==> config.mk <==
export PLATFORM = sky130hd
export DESIGN_NAME = uart_pixel_rx
export DESIGN_NICKNAME = d
export VERILOG_FILES = /design/src/rtl/uart_pixel_rx.sv
export SDC_FILE = /design/constraint.sdc
export NUM_CORES = 1
export LEC_CHECK = 0
export ABC_AREA = 1
export BUFFER_PORTS_ARGS = -buffer_cell sky130_fd_sc_hd__buf_2
export CAP_MARGIN = 0
export CELL_PAD_IN_SITES_DETAIL_PLACEMENT = 0
export CELL_PAD_IN_SITES_GLOBAL_PLACEMENT = 2
export CORE_MARGIN = 5
export CORE_UTILIZATION = 33
export CTS_CLUSTER_DIAMETER = 80
export DETAILED_ROUTE_END_ITERATION = 8
export GPL_TIMING_DRIVEN = 0
export PLACE_DENSITY = 0.77
export SLEW_MARGIN = 20
export SYNTH_ARGS = -nofsm -noshare
export SYNTH_HDL_FRONTEND = slang
export SYNTH_SLANG_ARGS = --single-unit
==> constraint.sdc <==
create_clock -name clk -period 1.55 [get_ports clk]
set_input_delay 0.155 -clock clk [delete_from_list [all_inputs] [get_ports clk]]
set_output_delay 0.155 -clock clk [all_outputs]
set_load 0.02 [all_outputs]
==> src/rtl/uart_pixel_rx.sv <==
// 8N1 receiver that pairs bytes into 12-bit pixels, locks on a start marker and tags each pixel with its frame address.
// Latency: pixel_valid/rx_error are registered 1 cycle after the stop-bit sample (plus 2-cycle input synchroniser).
// No backpressure: the serial line cannot be stalled, so every output is a fire-and-forget strobe.
module uart_pixel_rx #(
  parameter int          CLK_FREQ     = 50_000_000,
  parameter int          BAUD_RATE    = 115200,
  parameter int          NUM_PIXELS   = 76800,
  parameter logic [11:0] START_PIXEL  = 12'h00A,
  parameter int          TIMEOUT_BITS = 20
) (
  input  logic        clk,
  input  logic        rst_n,
  input  logic        uart_in,
  output logic [11:0] pixel_out,
  output logic [16:0] pixel_addr,
  output logic        pixel_valid,
  output logic        frame_active,
  output logic        frame_done,
  output logic        rx_error
);

  localparam int CLKS_PER_BIT = CLK_FREQ / BAUD_RATE;
  localparam int HALF_BIT     = CLKS_PER_BIT / 2;
  localparam int TIMEOUT_CLKS = TIMEOUT_BITS * CLKS_PER_BIT;
  localparam int CW           = $clog2(CLKS_PER_BIT + 1);
  localparam int TW           = $clog2(TIMEOUT_CLKS + 1);

  typedef enum logic [1:0] {IDLE, START, DATA, STOP} bit_state_t;
  typedef enum logic {EXP_HI, EXP_LO} pair_state_t;
  typedef enum logic {SEARCH, RECV} frame_state_t;

  logic          rx_meta, rx_sync, rx_prev;
  bit_state_t    bit_state, bit_next;
  logic [CW-1:0] clk_cnt;
  logic [2:0]    bit_cnt;
  logic [7:0]    shift_dat;
  pair_state_t   pair_state, pair_next;
  logic [3:0]    hi_nib;
  logic [TW-1:0] to_cnt;
  frame_state_t  frame_state, frame_next;
  logic [16:0]   addr_cnt;

  logic          fall, bit_tick, stop_sample, byte_vld, frame_err;
  logic          pix_vld, err_vld, timeout, emit_vld, emit_done;
  logic [11:0]   pix_dat;

  assign fall      = rx_prev & ~rx_sync;
  assign byte_vld  = stop_sample & rx_sync;
  assign frame_err = stop_sample & ~rx_sync;
  assign timeout   = (to_cnt == TW'(TIMEOUT_CLKS - 1));

  always_comb begin
    bit_next    = bit_state;
    bit_tick    = 1'b0;
    stop_sample = 1'b0;
    case (bit_state)
      IDLE:  if (fall) bit_next = START;
      START: if (clk_cnt == CW'(HALF_BIT - 1)) bit_next = rx_sync ? IDLE : DATA;
      DATA: begin
        if (clk_cnt == CW'(CLKS_PER_BIT - 1)) begin
          bit_tick = 1'b1;
          if (bit_cnt == 3'd7) bit_next = STOP;
        end
      end
      STOP: begin
        if (clk_cnt == CW'(CLKS_PER_BIT - 1)) begin
          stop_sample = 1'b1;
          bit_next    = IDLE;
        end
      end
      default: bit_next = IDLE;
    endcase
  end

  always_comb begin
    pair_next = pair_state;
    pix_vld   = 1'b0;
    pix_dat   = {hi_nib, shift_dat};
    err_vld   = frame_err;
    case (pair_state)
      EXP_HI: begin
        if (byte_vld) begin
          // A nonzero upper nibble means we are misaligned; stay put to resync.
          if (shift_dat[7:4] != 4'h0) err_vld = 1'b1;
          else pair_next = EXP_LO;
        end
      end
      EXP_LO: begin
        if (byte_vld) begin
          pix_vld   = 1'b1;
          pair_next = EXP_HI;
        end else if (frame_err) begin
          pair_next = EXP_HI;
        end else if (timeout) begin
          err_vld   = 1'b1;
          pair_next = EXP_HI;
        end
      end
      default: pair_next = EXP_HI;
    endcase
  end

  always_comb begin
    frame_next = frame_state;
    emit_vld   = 1'b0;
    emit_done  = 1'b0;
    case (frame_state)
      SEARCH: if (pix_vld && pix_dat == START_PIXEL) frame_next = RECV;
      RECV: begin
        if (err_vld) begin
          frame_next = SEARCH;
        end else if (pix_vld) begin
          emit_vld = 1'b1;
          if (addr_cnt == 17'(NUM_PIXELS - 1)) begin
            emit_done  = 1'b1;
            frame_next = SEARCH;
          end
        end
      end
      default: frame_next = SEARCH;
    endcase
  end

  always_ff @(posedge clk or negedge rst_n) begin
    if (!rst_n) begin
      rx_meta      <= 1'b1;
      rx_sync      <= 1'b1;
      rx_prev      <= 1'b1;
      bit_state    <= IDLE;
      clk_cnt      <= '0;
      bit_cnt      <= '0;
      shift_dat    <= '0;
      pair_state   <= EXP_HI;
      hi_nib       <= '0;
      to_cnt       <= '0;
      frame_state  <= SEARCH;
      addr_cnt     <= '0;
      pixel_out    <= '0;
      pixel_addr   <= '0;
      pixel_valid  <= 1'b0;
      frame_active <= 1'b0;
      frame_done   <= 1'b0;
      rx_error     <= 1'b0;
    end else begin
      rx_meta   <= uart_in;
      rx_sync   <= rx_meta;
      rx_prev   <= rx_sync;
      bit_state <= bit_next;

      if (bit_state == IDLE || bit_next != bit_state || bit_tick) clk_cnt <= '0;
      else clk_cnt <= clk_cnt + 1'b1;

      if (bit_state == START) bit_cnt <= '0;
      else if (bit_tick) bit_cnt <= bit_cnt + 1'b1;

      if (bit_tick) shift_dat <= {rx_sync, shift_dat[7:1]};

      pair_state <= pair_next;
      if (pair_state == EXP_HI && byte_vld) hi_nib <= shift_dat[3:0];
      // Idle-gap timer only runs while holding a half pixel.
      if (pair_state == EXP_LO && pair_next == EXP_LO) to_cnt <= to_cnt + 1'b1;
      else to_cnt <= '0;

      frame_state <= frame_next;
      if (frame_state == SEARCH) addr_cnt <= '0;
      else if (emit_vld) addr_cnt <= addr_cnt + 1'b1;

      if (emit_vld) begin
        pixel_out  <= pix_dat;
        pixel_addr <= addr_cnt;
      end
      pixel_valid  <= emit_vld;
      frame_done   <= emit_done;
      rx_error     <= err_vld;
      frame_active <= (frame_state == RECV);
    end
  end

endmodule

==> summary.txt <==
GRT
  • Vias in the first global route: 3687
  • First-pass GRT wire length: around 18 mm
  • Overall Global Routing Usage: between 10% and 20%
  • Largest net degree at the start of global routing: 74
  • Antenna violations before repair: 0
  • GRT overflow: 0

Die
  • I/O pins: 36
  • Die span in x: 127 um
  • Die area: roughly 16000 um2
  • Starting Density: around a third
  • Core ar.: about 13000 um2
  • Site row count: between 40 and 50
  • Die height: approximately 130 um

Synth
  • Cell area after synthesis: approximately 4500 um2
  • Syn_nets: roughly 530
  • Syn_area_per_cell: approximately 8.7 um2
  • Main area contributors after synthesis: dfrtp_1, nand2_1, nor2_1
  • Yosys top cell area share: between 50% and 60%
  • EDFF count, synth: 0
  • Synth Register Bits: 95
  • Synth unique cells: 30
  • Sequential fraction of the synthesis area: a little over half
  • Asr flop ratio synth: 100%
  • Mapped Cells: 517
  • Synth cell count leaders: nand2_1, dfrtp_1, nor2_1
  • Yosys warns: 0
  • Area leader, netlist: dfrtp_1
  • Top_reg_cell synth: dfrtp_1
  • Count leader, synth: nand2_1

Clocking
  • CTS Buf Count: 9
  • Clock transition at path regs: 70 ps
  • Worst-Skew Late Latency: roughly 350 ps
  • Clock Root Buffer: clkbuf_16
  • CTS sink cnt: 95
  • Htree depth: 3
  • Max Root-Sink Buffers: 2
  • CTS tree: done

Drt
  • Iteration-0 DRC count of the detailed router: roughly 200
  • First-pass DRT Iterations: 4
  • Final WL: 10.7 mm
  • Drc violations: 0
  • Vias per cell: approximately 4.7
  • Antenna Nets Post-Route: 0
  • Wire length per cell: between 10 and 15 um
  • Vias: around 3700

Timing
  • Slew HR: about 65%
  • Slack of the critical path: -181 ps
  • F_max: 578 MHz
  • RSZ-0062 raised after global routing: true
  • Tcrit/Tclk final: 112%
  • Final min period: 1730 ps
  • WHS: 221 ps
  • Worst-margin pin slew: approximately 520 ps
  • Final hold vios: 0
  • Final Max Slew Viols: 0
  • Endpoints failing setup: 75
  • Post-Route Skew: approximately 7.2 ps

Placed design
  • Final Wtd Congestion: 0.780
  • DP Area: around 4900 um2
  • Post-DP HPWL: slightly above 7 mm
  • # port buffers: 35

Power and ir drop
  • Power per cell area: approximately 940 nW/um2
  • Total chip power: around 5.5 mW
  • Worst IR Drop VDD: about 0.76 mV
  • Lkg Pwr: between 2 and 3 nW

Setup path
  • Crit path cell chain: inv_2, ha_4, nand2_4, nor2_4, nand2_4, nor2_4, nand2_2, nor2_4, nand2_4, buf_8, nand2_1, o21ai_2
  • CP arrival: approximately 2000 ps
  • Worst setup EP type: register
  • Worst Path Required: 1790 ps
  • CP Launch Type: register
  • Maximum fanout along the worst path: 10
  • Setup Crit Path Kind: reg -> reg
  • Slowest stage cell, crit path: dfrtp_1
  • Slowest stage delay, CP: around 390 ps

Job
  • Max Cap Violations: 0

Layout
  • Area of the multi-input gates: about 2200 um2
  • Area grow syn2layout: 31.2%
  • Ant. Diodes: 0
  • Layout cell share with drive strength beyond 1: between 30 and 40%
  • Design area: ~5900 um2
  • Nets: approximately 600
  • Final-layout fill cell count: about 1300
  • FF+latch area: roughly 2400 um2

Outcome
  • Outcome: finished, violations left
  • Failing checks: negative setup slack

Hold path
  • Hold Path Class: in -> async
layer usage:
| metal | GRT usage, % | vias to the layer above | part of all wire (%) |
|---|---|---|---|
| met5 | 0 | - | 0 |
| met2 | 23.0 | 43 | 49 |
| met3 | 3.91 | 14 | 3.3 |
| met1 | 18.3 | 1775 | 46 |
| met4 | 4.42 | 0 | 1.6 |
| li1 | - | 1834 | - |
sequential cells by signal, indices dropped and copies added, names as in the netlist, 2 cells and up:
| name | count |
|---|---|
| pixel_addr | 17 |
| addr_cnt | 17 |
| bit_state | 2 |
| clk_cnt | 9 |
| shift_dat | 8 |
| pixel_out | 12 |
| bit_cnt | 3 |
| hi_nib | 4 |
| to_cnt | 14 |
worst max-delay path, delay by kind of cell, from the launching register on:
kind / cells / cell delay [ps]
flip-flops: 1 / 390
AO/OA/AOI/OAI: 1 / 50
adder cells (fa/ha/maj): 1 / 150
buffers and inverters: 2 / 280
AND/OR/NAND/NOR: 8 / 750
power breakdown:
part / internal [mW] / total (mW) / switching [mW]
logic: 0.284 / 0.623 / 0.338
clock network: 1.26 / 2.25 / 0.986
registers: 2.57 / 2.65 / 0.0823
total: 4.12 / 5.52 / 1.41
cells by family after synthesis:
group                    synth area share [%]
AND/OR/NAND/NOR                          26.1
flip-flops                               53.1
buffers and inverters                    6.50
AO/OA/AOI/OAI                            8.40
XOR/XNOR                                 3.91
adder cells (fa/ha/maj)                  1.95
placed cells by master (no fill, tap or decap), types with 9 or more instances in the layout:
| master | n |
|---|---|
| nand2_1 | 109 |
| dfrtp_1 | 92 |
| inv_1 | 48 |
| nor2_1 | 42 |
| buf_2 | 35 |
| nand3_1 | 27 |
| buf_4 | 23 |
| o21ai_2 | 22 |
| nand2_2 | 20 |
| o21ai_0 | 18 |
| xor2_1 | 16 |
| nand4_1 | 15 |
| buf_6 | 15 |
| nand2_4 | 13 |
| nor3_1 | 11 |
| nor2_2 | 10 |
| clkbuf_16 | 9 |
worst paths after layout:
path | from | to | slack [ps] | cells past startpoint
max in group asynchronous | rst_n | rx_meta$_DFF_PN1_ | 670 | 3
worst min register to register | rx_meta$_DFF_PN1_ | rx_sync$_DFF_PN1_ | 360 | 0
worst min-delay path | rst_n | pixel_addr[2]$_DFFE_PN0P_ | 220 | 2
worst max-delay path | clk_cnt[1]$_DFF_PN0_ | pixel_out[5]$_DFFE_PN0P_ | -180 | 12
worst max register to register | clk_cnt[1]$_DFF_PN0_ | pixel_out[5]$_DFFE_PN0P_ | -180 | 12
min in group clk | rx_meta$_DFF_PN1_ | rx_sync$_DFF_PN1_ | 360 | 0
layout make-up:
type | count | area share [%]
sequential | 95 | 40.5
clock buffer | 10 | 3.89
timing repair buffer | 69 | 8.42
inverter | 56 | 3.62
buffer | 10 | 1.74
clock inverter | 6 | 1.21
multi-input combinational | 358 | 36.9
tap | 176 | 3.74
per-stage QoR:
| step | TNS (ps) | worst slack (ps) | cells | util [%] |
|---|---|---|---|---|
| 3_5_place_dp | -20920 | -363 | 729 | 37.1 |
| 6_report | -9460 | -181 | 780 | 44.3 |
| 2_1_floorplan | -1980 | -73.3 | 517 | - |
| 3_3_place_gp | -84960 | -719 | 728 | 36.9 |
| 4_1_cts | -7900 | -175 | 768 | 41.9 |
| 5_1_grt | -18540 | -294 | 780 | 44.3 |
repair_timing:
action | CTS | global route
buffers inserted | 17 | 11
gates cloned | 4 | 1
endpoints found under the hold margin | 23 | 0
endpoints found under the setup margin | 87 | 90
pin swaps | 11 | 23
hold buffers | 2 | 0
gates resized for setup | 45 | 69
Note: power is estimated with default switching activity, not from simulation.
